### src/rtl/solve_position.sv
// Ball position integrator: on each frame tick, adds the latched velocity to a fixed-point
// accumulator, clamps it to the playfield and reports which walls the ball is pressing against.
module solve_position #(
    parameter logic [9:0]  X_MIN  = 10'd8,
    parameter logic [9:0]  X_MAX  = 10'd631,
    parameter logic [9:0]  Y_MIN  = 10'd8,
    parameter logic [9:0]  Y_MAX  = 10'd471,
    parameter logic [9:0]  X_INIT = 10'd320,
    parameter logic [9:0]  Y_INIT = 10'd240,
    parameter int unsigned FRAC   = 4
) (
    input  logic               clk,
    input  logic               rst,
    input  logic               tick,
    input  logic signed [10:0] velocity_x,
    input  logic signed [10:0] velocity_y,
    output logic [9:0]         pos_x,
    output logic [9:0]         pos_y,
    output logic [3:0]         collision,
    output logic               busy,
    output logic               update_done
);

    localparam int unsigned AW = 10 + FRAC + 1;
    localparam int unsigned SW = AW + 1;

    localparam logic signed [SW-1:0] X_LO = SW'({X_MIN, {FRAC{1'b0}}});
    localparam logic signed [SW-1:0] X_HI = SW'({X_MAX, {FRAC{1'b0}}});
    localparam logic signed [SW-1:0] Y_LO = SW'({Y_MIN, {FRAC{1'b0}}});
    localparam logic signed [SW-1:0] Y_HI = SW'({Y_MAX, {FRAC{1'b0}}});
    localparam logic signed [AW-1:0] X_ACC_INIT = AW'({X_INIT, {FRAC{1'b0}}});
    localparam logic signed [AW-1:0] Y_ACC_INIT = AW'({Y_INIT, {FRAC{1'b0}}});

    typedef enum logic [1:0] {
        S_IDLE,
        S_SUM,
        S_CLAMP,
        S_OUT
    } state_t;

    state_t                state_q, state_d;
    logic signed [10:0]    vx_q, vx_d;
    logic signed [10:0]    vy_q, vy_d;
    logic signed [SW-1:0]  nx_q, nx_d;
    logic signed [SW-1:0]  ny_q, ny_d;
    logic signed [AW-1:0]  acc_x_q, acc_x_d;
    logic signed [AW-1:0]  acc_y_q, acc_y_d;
    logic [3:0]            coll_pend_q, coll_pend_d;
    logic [9:0]            pos_x_q, pos_x_d;
    logic [9:0]            pos_y_q, pos_y_d;
    logic [3:0]            collision_q, collision_d;
    logic                  busy_q, busy_d;
    logic                  update_done_q, update_done_d;

    // Returns {hit_min_wall, hit_max_wall, clamped_acc}; a wall only counts as hit while
    // the velocity points into it, so a ball resting on a wall with zero velocity is quiet.
    function automatic logic [AW+1:0] clamp_axis(
        input logic signed [SW-1:0] n,
        input logic signed [10:0]   v,
        input logic signed [SW-1:0] lo,
        input logic signed [SW-1:0] hi
    );
        logic signed [AW-1:0] acc;
        logic [1:0]           hit;
        acc = n[AW-1:0];
        hit = 2'b00;
        if (n >= hi && v > 11'sd0) begin
            acc = hi[AW-1:0];
            hit = 2'b01;
        end else if (n > hi) begin
            acc = hi[AW-1:0];
        end else if (n <= lo && v < 11'sd0) begin
            acc = lo[AW-1:0];
            hit = 2'b10;
        end else if (n < lo) begin
            acc = lo[AW-1:0];
        end
        return {hit, acc};
    endfunction

    always_comb begin
        state_d       = state_q;
        vx_d          = vx_q;
        vy_d          = vy_q;
        nx_d          = nx_q;
        ny_d          = ny_q;
        acc_x_d       = acc_x_q;
        acc_y_d       = acc_y_q;
        coll_pend_d   = coll_pend_q;
        pos_x_d       = pos_x_q;
        pos_y_d       = pos_y_q;
        collision_d   = collision_q;
        busy_d        = busy_q;
        update_done_d = 1'b0;
        case (state_q)
            S_IDLE: begin
                if (tick) begin
                    vx_d    = velocity_x;
                    vy_d    = velocity_y;
                    busy_d  = 1'b1;
                    state_d = S_SUM;
                end
            end
            S_SUM: begin
                nx_d    = {{(SW-AW){acc_x_q[AW-1]}}, acc_x_q} + {{(SW-11){vx_q[10]}}, vx_q};
                ny_d    = {{(SW-AW){acc_y_q[AW-1]}}, acc_y_q} + {{(SW-11){vy_q[10]}}, vy_q};
                state_d = S_CLAMP;
            end
            S_CLAMP: begin
                {coll_pend_d[1:0], acc_x_d} = clamp_axis(nx_q, vx_q, X_LO, X_HI);
                {coll_pend_d[3:2], acc_y_d} = clamp_axis(ny_q, vy_q, Y_LO, Y_HI);
                state_d = S_OUT;
            end
            S_OUT: begin
                pos_x_d       = 10'(acc_x_q >>> FRAC);
                pos_y_d       = 10'(acc_y_q >>> FRAC);
                collision_d   = coll_pend_q;
                update_done_d = 1'b1;
                busy_d        = 1'b0;
                state_d       = S_IDLE;
            end
            default: state_d = S_IDLE;
        endcase
    end

    always_ff @(posedge clk) begin
        if (rst) begin
            state_q       <= S_IDLE;
            vx_q          <= '0;
            vy_q          <= '0;
            nx_q          <= '0;
            ny_q          <= '0;
            acc_x_q       <= X_ACC_INIT;
            acc_y_q       <= Y_ACC_INIT;
            coll_pend_q   <= '0;
            pos_x_q       <= X_INIT;
            pos_y_q       <= Y_INIT;
            collision_q   <= '0;
            busy_q        <= 1'b0;
            update_done_q <= 1'b0;
        end else begin
            state_q       <= state_d;
            vx_q          <= vx_d;
            vy_q          <= vy_d;
            nx_q          <= nx_d;
            ny_q          <= ny_d;
            acc_x_q       <= acc_x_d;
            acc_y_q       <= acc_y_d;
            coll_pend_q   <= coll_pend_d;
            pos_x_q       <= pos_x_d;
            pos_y_q       <= pos_y_d;
            collision_q   <= collision_d;
            busy_q        <= busy_d;
            update_done_q <= update_done_d;
        end
    end

    assign pos_x       = pos_x_q;
    assign pos_y       = pos_y_q;
    assign collision   = collision_q;
    assign busy        = busy_q;
    assign update_done = update_done_q;

endmodule

### config.mk
export PLATFORM = sky130hd
export DESIGN_NAME = solve_position
export DESIGN_NICKNAME = d
export VERILOG_FILES = /design/src/rtl/solve_position.sv
export SDC_FILE = /design/constraint.sdc
export NUM_CORES = 1
export LEC_CHECK = 0
export BUFFER_PORTS_ARGS = -buffer_cell sky130_fd_sc_hd__clkbuf_2
export CORE_MARGIN = 5
export CORE_UTILIZATION = 23
export CTS_CLUSTER_DIAMETER = 80
export DETAILED_ROUTE_END_ITERATION = 10
export GPL_TIMING_DRIVEN = 1
export SETUP_SLACK_MARGIN = 0.05
export SYNTH_ARGS = -nofsm -noshare
export SYNTH_HDL_FRONTEND = slang
export SYNTH_SLANG_ARGS = --single-unit
### constraint.sdc
create_clock -name clk -period 2.2 [get_ports clk]
set_input_delay 0.22 -clock clk [delete_from_list [all_inputs] [get_ports clk]]
set_output_delay 0.22 -clock clk [all_outputs]
set_load 0.03 [all_outputs]
Word level (Yosys, flattened, before mapping)
Cells that the tools add are included.
Storage, ports and cells
  word-level logic and storage cells: 58
  output and inout bits: 26
  bits in registers: 116
  input port bits: 25
Operators by class
  equality and inequality tests: 4
  reductions and logical operators: 8
  mux-type cells: 19
  magnitude comparators: 12
  add/sub/neg operators: 2
Operator list (count)
  15-bit two-way mux: 8
  15-bit by 11-bit adder with 16-bit output: 2
  16-bit by 9-bit <= comparator with 1-bit output, second input constant: 2
  16-bit by 9-bit less-than comparator with 1-bit output, second input constant: 2
  11-bit by 1-bit > comparator with 1-bit output, second input constant: 2
  11-bit by 1-bit less-than comparator with 1-bit output, second input constant: 2
  16-bit by 14-bit >= comparator with 1-bit output, second input constant: 1
  16-bit by 15-bit >= comparator with 1-bit output, second input constant: 1
  16-bit by 14-bit > comparator with 1-bit output, second input constant: 1
  16-bit by 15-bit > comparator with 1-bit output, second input constant: 1
  2-bit two-way mux: 7
  2-bit case mux with 4 select lines: 1
  2-bit == test, second input constant: 2
  1-bit logical AND: 4
  2-bit AND reduction: 2
  2-bit by 1-bit == test with 1-bit output, second input constant: 1
  2-bit zero test: 1
  1-bit two-way mux: 2
  2-bit != test, second input constant: 1
  1-bit case mux with 2 select lines: 1
  2-bit nonzero test: 1

Longest topological paths before layout
Gate-level depths: netlist of the first run.
  depth after elaboration: 5
  depth in mapped cells: 8
  gate-level depth less buffers: 8

Worst setup path before layout of the first run
No wires, ideal clock.
  path kind: reg2reg
  start point: reg nx_q[15]
  end point: reg acc_x_q[10]
  cell stages (with the launch flop): 9
  path buffers: 2
  required time: 2.070 ns
  clock period less this slack: 2.179 ns
  library setup time: 0.130 ns
  arrival time: 2.049 ns
  path slack: 0.021 ns
  cells stage by stage: dfxtp_1 buf_6 or4_4 nor2_1 or4b_1 a21oi_2 buf_6 o2bb2ai_1 nand2_1
Between the ends
  cells in the longest elaborated chain, start to end: 5
  elaborated cells between the ends (all ways): 10
  those cells by class: 4 x order compare; 4 x mux; 2 x reduce/logical
Ends and longest elaborated chain
  start: declaration: RTL line 44  | logic signed [SW-1:0] nx_q, nx_d;
  start signal: assignment: RTL line 145  | nx_q <= nx_d;
  16-bit by 9-bit less-than comparator with 1-bit output / 16-bit by 9-bit <= comparator with 1-bit output (equally long branches): RTL line 75, 72
  15-bit two-way mux / 1-bit logical AND (equally long branches): RTL line 75, 72
  15-bit two-way mux: RTL line 72  | end else if (n <= lo && v < 11'sd0) begin
  15-bit two-way mux: RTL line 70  | end else if (n > hi) begin
  15-bit two-way mux (*): RTL line 67  | if (n >= hi && v > 11'sd0) begin
  end signal: assignment: RTL line 133  | acc_x_q <= X_ACC_INIT;
  end signal: assignment: RTL line 147  | acc_x_q <= acc_x_d;
  end: declaration: RTL line 46  | logic signed [AW-1:0] acc_x_q, acc_x_d;
Every way passes the cells marked *; elsewhere a longest branch is shown, timed or not.
A chain may end at the register's enable or synchronous reset.

Final worst setup path of the first run
  start point: reg nx_q[11]
  end point: reg acc_x_q[1]
The elaborated chain is that of the path after synthesis.

==> impl_metrics.json, run 1 <==
{
  "final_antenna_net_count": 0,
  "critPathArrivalTime_ns": 2.46,
  "grt_pass1_wl_um": 26220,
  "startpoint_type": "register",
  "p_total_mw": 9.511,
  "utilization_pct": 30.78,
  "gr-usage-met2_pct": 18.91,
  "antenna_found_initial": 0,
  "multi_input_area_um2": 3638,
  "hp-start": "velocity_y[2]",
  "grt-busiest-layer": "met2",
  "ioPinCount": 51,
  "clock-sinks": 116,
  "first_pass_iters": 5,
  "leakage_nw": 2.950,
  "cts_tree": "built",
  "cts_buffers": 17,
  "wl_um": 16320,
  "grt_max_degree": 47,
  "power.density_nw_per_um2": 1231,
  "ys_types": 61,
  "fp.coreArea_um2": 25110,
  "clock-skew-final_ns": 0.01038,
  "hpwlAfterDp_um": 11540,
  "gr-total-overflow": 0,
  "fill_cells": 2691,
  "yosysWarnings": 0,
  "critPathKind": "reg -> reg",
  "hold_viol": 0,
  "crit_path_max_fanout": 5,
  "nNetsFinal": 835,
  "layout-drive-gt1-share_pct": 23.89,
  "maxSlewViolCount": 0,
  "whs_path_depth": 3,
  "fin_cells": 1117,
  "rr_worst_depth": 7,
  "drv_cap": 0,
  "vias_per_cell": 4.741,
  "initial_utilization_pct": 23.23,
  "die_y_um": 169.2,
  "drt_iter0_drc": 376,
  "clk_latency_ns": 0.43,
  "synth-edff-count": 0,
  "placed_cells": 1076,
  "area_growth_pct": 32.50,
  "r2r-start": "nx_q[11]",
  "io_buffers": 50,
  "met3_usage_pct": 3.378,
  "fin_hold_ws_ns": 0.009284,
  "htreeDepth": 4,
  "vias": 5296,
  "die_w_um": 169.2,
  "crit_required_ns": 2.55,
  "hold_path.class": "in -> reg",
  "gp_congestion": 0.8560,
  "tightest_slew_ns": 0.8459,
  "outcome": "completed",
  "ys_ff_latch": 116,
  "finalSetupViolations": 0,
  "synthFlopType": "dfxtp_1",
  "clockBufferDepth": 2,
  "use_met1_pct": 14.27,
  "insertedDiodeCount": 0,
  "rrSetupSlack_ns": 0.09,
  "postSynthCellCount": 694,
  "crit_path_end_kind": "register",
  "min_period_ns": 2.112,
  "syn-cell-area_um2": 5832,
  "rows": 58,
  "async_flop_share_pct": 0,
  "grt_pass1_vias": 5074,
  "maxSlewHeadroom_pct": 43.60,
  "die_area_um2": 28640,
  "synth.avg_cell_area_um2": 8.403,
  "ys_seq_area_share_pct": 39.82,
  "clk_pin_slew_ns": 0.05,
  "syn_nets": 755,
  "drc": 0,
  "cts_root_buf": "clkbuf_16",
  "rsz0062_at_grt": "yes",
  "crit_start": "nx_q[11]",
  "avgRoutedWirePerCell_um": 14.61,
  "fmax_mhz": 473.5,
  "track_usage_pct": 11.51,
  "finalCritPeriodShare_pct": 95.99,
  "vdd_drop_max_uv": 662.3,
  "seq_area_um2": 2346
}
per-stage QoR:
step	area (um2)	TNS [ns]	worst slack [ns]
3_5_place_dp	6666	-0.3815	-0.2246
4_1_cts	7391	0	0.02383
6_report	7727	0	0.08817
5_1_grt	7727	-0.007098	-0.005553
3_3_place_gp	6666	-0.1610	-0.1241
2_1_floorplan	5849	0	0.05089
worst max-delay path, cell delays in order (launching register included):
cell,delay [ns]
dfxtp_1,0.31
or4_4,0.55
nor2_2,0.09
or4b_4,0.47
a21oi_4,0.22
buf_6,0.16
a32oi_2,0.10
nor2_1,0.12
cells in the mapped netlist (3+ instances only):
library cell	n	area (um2)
a21oi_2	3	26.28
nand3b_1	3	22.52
a32oi_1	10	87.58
mux2i_1	40	400.4
o311ai_0	4	35.03
nor2_1	81	304.0
nor4_1	9	56.30
nor2b_1	6	37.54
o211ai_1	5	37.54
a21oi_1	62	310.3
clkbuf_1	27	101.4
inv_1	12	45.04
nor3_1	15	75.07
nand3_1	17	85.08
buf_1	6	22.52
nand2_1	100	375.4
and3_1	7	43.79
xnor2_1	11	96.34
a211oi_1	18	135.1
nand2b_1	9	56.30
or3_1	5	31.28
and2_1	7	43.79
a21o_1	12	90.09
ha_1	34	425.4
o21ai_0	15	75.07
dfxtp_1	116	2322
nand4_1	7	43.79
a31oi_1	7	43.79
flip-flops by register name (all words and copies together) (netlist names):
name / flops
coll_pend_q: 4
acc_y_q: 15
vy_q: 11
pos_y: 10
vx_q: 11
ny_q: 16
busy: 1
nx_q: 16
update_done: 1
collision: 4
state_q: 2
pos_x: 10
acc_x_q: 15
power by group:
group / leakage (nW) / total, mW / switching, mW / internal, mW
Combinational: 1.70 / 3.58 / 2.09 / 1.49
Sequential: 0.950 / 2.97 / 0.451 / 2.52
Clock: 0.303 / 2.96 / 0.983 / 1.98
Total: 2.95 / 9.51 / 3.53 / 5.98
cell usage in the layout (no fill, tap or decap), drive strengths merged, types with 4 or more instances in the layout:
cell / instances
nor3: 15
ha: 34
clkinv: 4
buf: 46
nand2b: 9
dfxtp: 116
nor2b: 6
mux2i: 40
a21oi: 65
or3: 5
xnor2: 11
o211ai: 6
nand2: 100
bufinv: 4
nor2: 81
clkbuf: 72
a211oi: 18
nor4: 9
and2: 7
o311ai: 4
o21ai: 15
a32oi: 10
nand4: 7
a31oi: 7
inv: 13
and3: 7
a21o: 12
nand3: 17
kinds of logic after synthesis:
logic type / after synthesis / share of synthesized area [%]
adder cells (fa/ha/maj): 36 / 7.981
XOR/XNOR: 13 / 1.952
flip-flops: 116 / 39.82
AND/OR/NAND/NOR: 278 / 21.86
multiplexers: 40 / 6.865
AO/OA/AOI/OAI: 160 / 17.94
buffers and inverters: 51 / 3.583
layout make-up:
class / count / share of cell area (%)
clock inverter: 9 / 1.943
sequential: 116 / 30.36
clock buffer: 23 / 6.185
tap: 330 / 5.343
inverter: 14 / 0.6801
multi-input combinational: 527 / 47.09
timing repair buffer: 98 / 8.404
repair_timing:
item / CTS / global route
gates resized for setup: 13 / 63
setup buffers: 3 / 3
endpoints found under the hold margin: 3 / 0
endpoints found under the setup margin: 17 / 41
pin swaps: 6 / 38
hold buffers: 3 / 0
metal layers:
metal,part of all wire [%],vias up
li1,-,2650
met1,45,2523
met2,49,101
met3,4.5,22
met4,1.6,0
met5,0,-
final timing paths:
| check | end |
|---|---|
| worst max-delay path | acc_x_q[1] |
| worst min-delay path | vy_q[2] |
| worst max register to register | acc_x_q[1] |
| worst min register to register | coll_pend_q[0] |
Note: power is estimated with default switching activity, not from simulation.
==> run 2: changes to the inputs <==
Settings changed: SETUP_SLACK_MARGIN 0.05 to 0.3.
==> run 2 against run 1 <==
Against the previous run:
- routed wire length is 5.0% higher
- worst hold slack gained 0.011 ns
- final cell count grew 0.98%
- clock-buffer cell count fell by 1
- register-to-register slack better by 0.04 ns
- flip-flop and latch count is the same
- combinational power is 12% higher
- sequential power rose by 1%
- global-route usage increased by 0.39 points
- sequential share of layout area shrank 0.97 points
- critical path type unchanged
==> impl_metrics.json, run 2 (synthesis results as in run 1) <==
{
  "area_growth_pct": 38.27,
  "worst-path-buf-inv": 2,
  "cts_tree": "built",
  "power.density_nw_per_um2": 1236,
  "antenna_found_initial": 0,
  "fin_hold_ws_ns": 0.02028,
  "die_area_um2": 28640,
  "crit_path_max_fanout": 4,
  "gr-total-overflow": 0,
  "grt_pass1_vias": 5210,
  "final_antenna_net_count": 0,
  "cp_slowest_cell": "fa_2",
  "drt_iter0_drc": 395,
  "die_y_um": 169.2,
  "tightest_slew_ns": 0.6290,
  "holdPathEnd": "vy_q[3]",
  "cts_root_buf": "clkbuf_16",
  "die_w_um": 169.2,
  "fmax_mhz": 483.6,
  "clock-sinks": 116,
  "hp-start": "velocity_y[3]",
  "vias_per_cell": 4.781,
  "min_period_ns": 2.068,
  "clk_latency_ns": 0.41,
  "clock-skew-final_ns": 0.009662,
  "outcome": "completed",
  "initial_utilization_pct": 23.23,
  "crit_path_end_kind": "register",
  "clk_pin_slew_ns": 0.06,
  "vdd_drop_max_uv": 483.3,
  "drv_cap": 0,
  "crit_required_ns": 2.53,
  "cp_cell_sequence": "buf_6, fa_2, a21oi_2, o22ai_2, o211ai_1, buf_4, nand2_4, xnor2_2, a211oi_2",
  "path_delay_family": "compound AO/OA/AOI/OAI gates",
  "critPathArrivalTime_ns": 2.39,
  "io_buffers": 50,
  "track_usage_pct": 11.89,
  "nNetsFinal": 846,
  "htreeDepth": 4,
  "drc": 0,
  "rr_worst_depth": 9,
  "wl_um": 17140,
  "avgRoutedWirePerCell_um": 15.19,
  "hold_viol": 0,
  "rsz0062_at_grt": "yes",
  "biggestRegsByFlops": "nx_q x16, ny_q x16",
  "critPathKind": "reg -> reg",
  "cts_buffers": 17,
  "hold_path.class": "in -> reg",
  "first_pass_iters": 5,
  "grt_max_degree": 41,
  "ioPinCount": 51,
  "whs_path_depth": 3,
  "layout-drive-gt1-share_pct": 32.21,
  "setup_tns_ns": 0,
  "hpwlAfterDp_um": 11390,
  "layout_common_cells": "nand2_1, dfxtp_1, nor2_1",
  "grt_pass1_wl_um": 27690,
  "fill_cells": 2634,
  "fp.coreArea_um2": 25110,
  "maxSlewViolCount": 0,
  "startpoint_type": "register",
  "clockBufferDepth": 2,
  "rows": 58,
  "max_stage_delay_ns": 0.39,
  "gp_congestion": 0.8583,
  "finalSetupViolations": 0,
  "leakage_nw": 3.064,
  "finalCritPeriodShare_pct": 93.98,
  "insertedDiodeCount": 0,
  "rrSetupSlack_ns": 0.13,
  "layout_commonest_cell": "nand2_1",
  "maxSlewHeadroom_pct": 57.81,
  "vias": 5393,
  "rr_endpoint": "nx_q[10]",
  "r2r-start": "vx_q[1]"
}
## run 2: layout make-up
class,instances,area [um2],area share [%]
timing repair buffer,109,738.2,9.154
tap,330,412.9,5.120
sequential,116,2370,29.39
clock inverter,10,152.6,1.893
multi-input combinational,527,3864,47.91
inverter,14,52.55,0.6517
clock buffer,22,474.2,5.881
## run 2: power breakdown
part	internal (mW)	switching [mW]	total [mW]
registers	2.53	0.476	3.01
clock network	1.97	0.972	2.95
logic	1.68	2.33	4.02
## run 2: how the worst max path moves through the flow
| stage | to | from | cells after the start |
|---|---|---|---|
| 3_5_place_dp | ny_q[11] | vy_q[4] | 8 |
| 2_1_floorplan | acc_x_q[10] | nx_q[15] | 8 |
| 6_report | nx_q[10] | vx_q[1] | 9 |
| 4_1_cts | coll_pend_q[1] | nx_q[14] | 7 |
| 3_3_place_gp | ny_q[11] | vy_q[4] | 8 |
| 5_1_grt | nx_q[10] | vx_q[1] | 9 |
## run 2: tightest hold or removal path, delay by kind of cell
| kind | cells | cell delay, ns |
|---|---|---|
| AOI/OAI and AO/OA | 1 | 0.05 |
| buffers and inverters | 1 | 0.08 |
| and+or+nand+nor | 1 | 0.04 |
## run 2: through the flow
step / total power, mW / util, % / cells / worst slack [ns] / cell area (um2)
floorplan: 5.260 / - / 694 / 0.2168 / 5927
global placement: 6.245 / 26.65 / 1069 / 0.008253 / 6691
detailed placement: 6.258 / 26.65 / 1069 / 0.03579 / 6691
CTS: 9.553 / 30.82 / 1119 / 0.1650 / 7739
global route: 10.61 / 32.12 / 1128 / 0.04930 / 8064
finish: 9.968 / 32.12 / 1128 / 0.1324 / 8064
## run 2: repair_timing
action,CTS,global route
cloned,1,0
setup buffers,17,9
hold buffers,0,0
pin swaps,48,45
gates resized for setup,72,62
setup endpoints to repair,44,52
## run 2: metal layers
metal  routed length (um)  global-route usage, %  vias up
li1                     -                      -     2685
met1                 7865                  15.90     2537
met2                 8227                  19.29      149
met3                  826                  2.819       22
met4                  218                  3.255        0
met5                    0                      0        -
==> run 3: changes to the inputs <==
Settings changed: REMOVE_ABC_BUFFERS set to 1.
==> run 3 against run 2 <==
Against the previous run:
- global-route usage increased by 0.27 points
- setup slack got worse by 0.040 ns
- utilization decreased by 0.30 points
- total power decreased by 4.4%
- first-iteration DRC count decreased by 21%
- critical path depth decreased by 1
- critical path type unchanged
- highest routed layer unchanged
==> impl_metrics.json, run 3 (synthesis results as in run 1) <==
{
  "pwr-share-seq_pct": 31.4,
  "insertedDiodeCount": 0,
  "clk_pin_slew_ns": 0.06,
  "nNetsFinal": 849,
  "outcome": "completed",
  "first_pass_iters": 5,
  "initial_utilization_pct": 23.23,
  "drc": 0,
  "cp_common_cell": "buf_4",
  "final_antenna_net_count": 0,
  "hold_viol": 0,
  "use_met1_pct": 15.86,
  "io_buffers": 50,
  "grt_max_degree": 53,
  "die_y_um": 169.2,
  "worst-path-buf-inv": 3,
  "leakage_nw": 3.032,
  "fin_cells": 1131,
  "gp_congestion": 0.9032,
  "utilization_pct": 31.81,
  "multi_input_area_um2": 3842,
  "vias": 5397,
  "fmax_mhz": 474.5,
  "area_growth_pct": 36.97,
  "clk_latency_ns": 0.42,
  "max_stage_delay_ns": 0.55,
  "power.density_nw_per_um2": 1193,
  "drv_cap": 0,
  "fp.coreArea_um2": 25110,
  "gr-total-overflow": 0,
  "die_w_um": 169.2,
  "intPower_mw": 5.717,
  "min_period_ns": 2.107,
  "p_clk_share_pct": 27.4,
  "holdPathEnd": "vx_q[3]",
  "biggestRegsByFlops": "nx_q x16, ny_q x16",
  "vias_per_cell": 4.772,
  "hp-start": "velocity_x[3]",
  "gr-usage-met2_pct": 19.51,
  "place_ws_ns": -0.1093,
  "cp_slowest_cell": "or4b_4",
  "setup_tns_ns": 0,
  "antenna_found_initial": 0,
  "rr_worst_depth": 8,
  "p_sw_share_pct": 40.02,
  "layout-drive-gt1-share_pct": 30.59,
  "rr_endpoint": "acc_x_q[6]",
  "grt_pass1_wl_um": 27900,
  "cts_tree": "built",
  "hold_path.class": "in -> reg",
  "fill_cells": 2628,
  "finalCritPeriodShare_pct": 95.79,
  "hpwlAfterDp_um": 11870,
  "critPathKind": "reg -> reg",
  "power.switching_mw": 3.814,
  "clockBufferDepth": 2,
  "track_usage_pct": 12.17,
  "wl_um": 17480,
  "rrSetupSlack_ns": 0.09,
  "layout_common_cells": "nand2_1, dfxtp_1, nor2_1",
  "maxSlewViolCount": 0,
  "crit_path_end_kind": "register",
  "path_delay_family": "simple AND/OR/NAND/NOR gates",
  "vdd_drop_max_uv": 565.0,
  "grt_pass1_vias": 5184,
  "combPwrFrac_pct": 41.2,
  "crit_path_max_fanout": 5,
  "grt-busiest-layer": "met2",
  "tightest_slew_ns": 0.8294,
  "clock-skew-final_ns": 0.01329,
  "htreeDepth": 4,
  "met3_usage_pct": 3.308,
  "maxSlewHeadroom_pct": 44.50,
  "finalSetupViolations": 0,
  "crit_required_ns": 2.48,
  "seq_area_um2": 2350,
  "whs_path_depth": 3,
  "ioPinCount": 51,
  "die_area_um2": 28640,
  "cts_root_buf": "clkbuf_16",
  "critPathArrivalTime_ns": 2.39,
  "startpoint_type": "register",
  "drt_iter0_drc": 312,
  "r2r-start": "vx_q[0]",
  "worst_slack_ns": 0.09260,
  "rsz0062_at_grt": "yes",
  "cp_cell_sequence": "buf_4, nor4_4, a31oi_2, or4b_4, a21oi_4, buf_4, buf_6, a211oi_2",
  "clock-sinks": 116,
  "avgRoutedWirePerCell_um": 15.45,
  "cts_buffers": 17,
  "placed_cells": 1081,
  "rows": 58
}
run 3: layer usage:
metal  up-vias  part of all wire, %
met4         0                  1.9
met5         -                    0
met2       140                   48
li1       2677                    -
met1      2553                   45
met3        27                  5.2
run 3: how the worst max path moves through the flow:
stage          startpoint         end  slack, ns  depth (start not counted)
5_1_grt           vy_q[0]    ny_q[10]      -0.02                          8
6_report          vx_q[0]  acc_x_q[6]       0.09                          8
3_5_place_dp   acc_x_q[1]    nx_q[11]      -0.11                          8
4_1_cts          nx_q[14]  acc_x_q[0]       0.13                          7
2_1_floorplan  state_q[1]    ny_q[13]      -0.33                          5
3_3_place_gp      vx_q[3]    nx_q[11]      -0.11                          8
run 3: stage by stage:
| stage | total power, mW | area (um2) | hold slack (ns) |
|---|---|---|---|
| 3_3_place_gp | 6.279 | 6686 | 0.4464 |
| 4_1_cts | 9.270 | 7704 | 0.0005668 |
| 5_1_grt | 10.10 | 7988 | 0.0004416 |
| 3_5_place_dp | 6.298 | 6686 | 0.4479 |
| 6_report | 9.531 | 7988 | 0.01639 |
| 2_1_floorplan | 5.079 | 5675 | 0.2824 |
run 3: area by class of cell:
type,count,share of cell area [%]
Multi-Input combinational cell,527,48.10
Inverter,14,0.6579
Clock buffer,17,5.326
Timing Repair Buffer,112,9.665
Clock inverter,15,1.660
Sequential cell,116,29.42
Tap cell,330,5.169
run 3: power groups by stage:
stage	logic [mW]	clock network, mW	registers (mW)
floorplan	2.22	0	2.86
global placement	3.32	0	2.96
detailed placement	3.33	0	2.96
CTS	3.65	2.66	2.96
global route	4.30	2.77	3.04
finish	3.92	2.61	2.99
run 3: tightest hold or removal path: stages:
cell      delay, ns
clkbuf_2       0.08
nand2_1        0.05
a21oi_1        0.05
run 3: timing repair:
item | in CTS | in global routing
setup buffers | 12 | 4
hold buffers | 1 | 0
gates cloned | 1 | 0
hold endpoints to repair | 1 | 0
pin swaps | 45 | 23
resized for setup | 79 | 48
setup endpoints to repair | 48 | 72
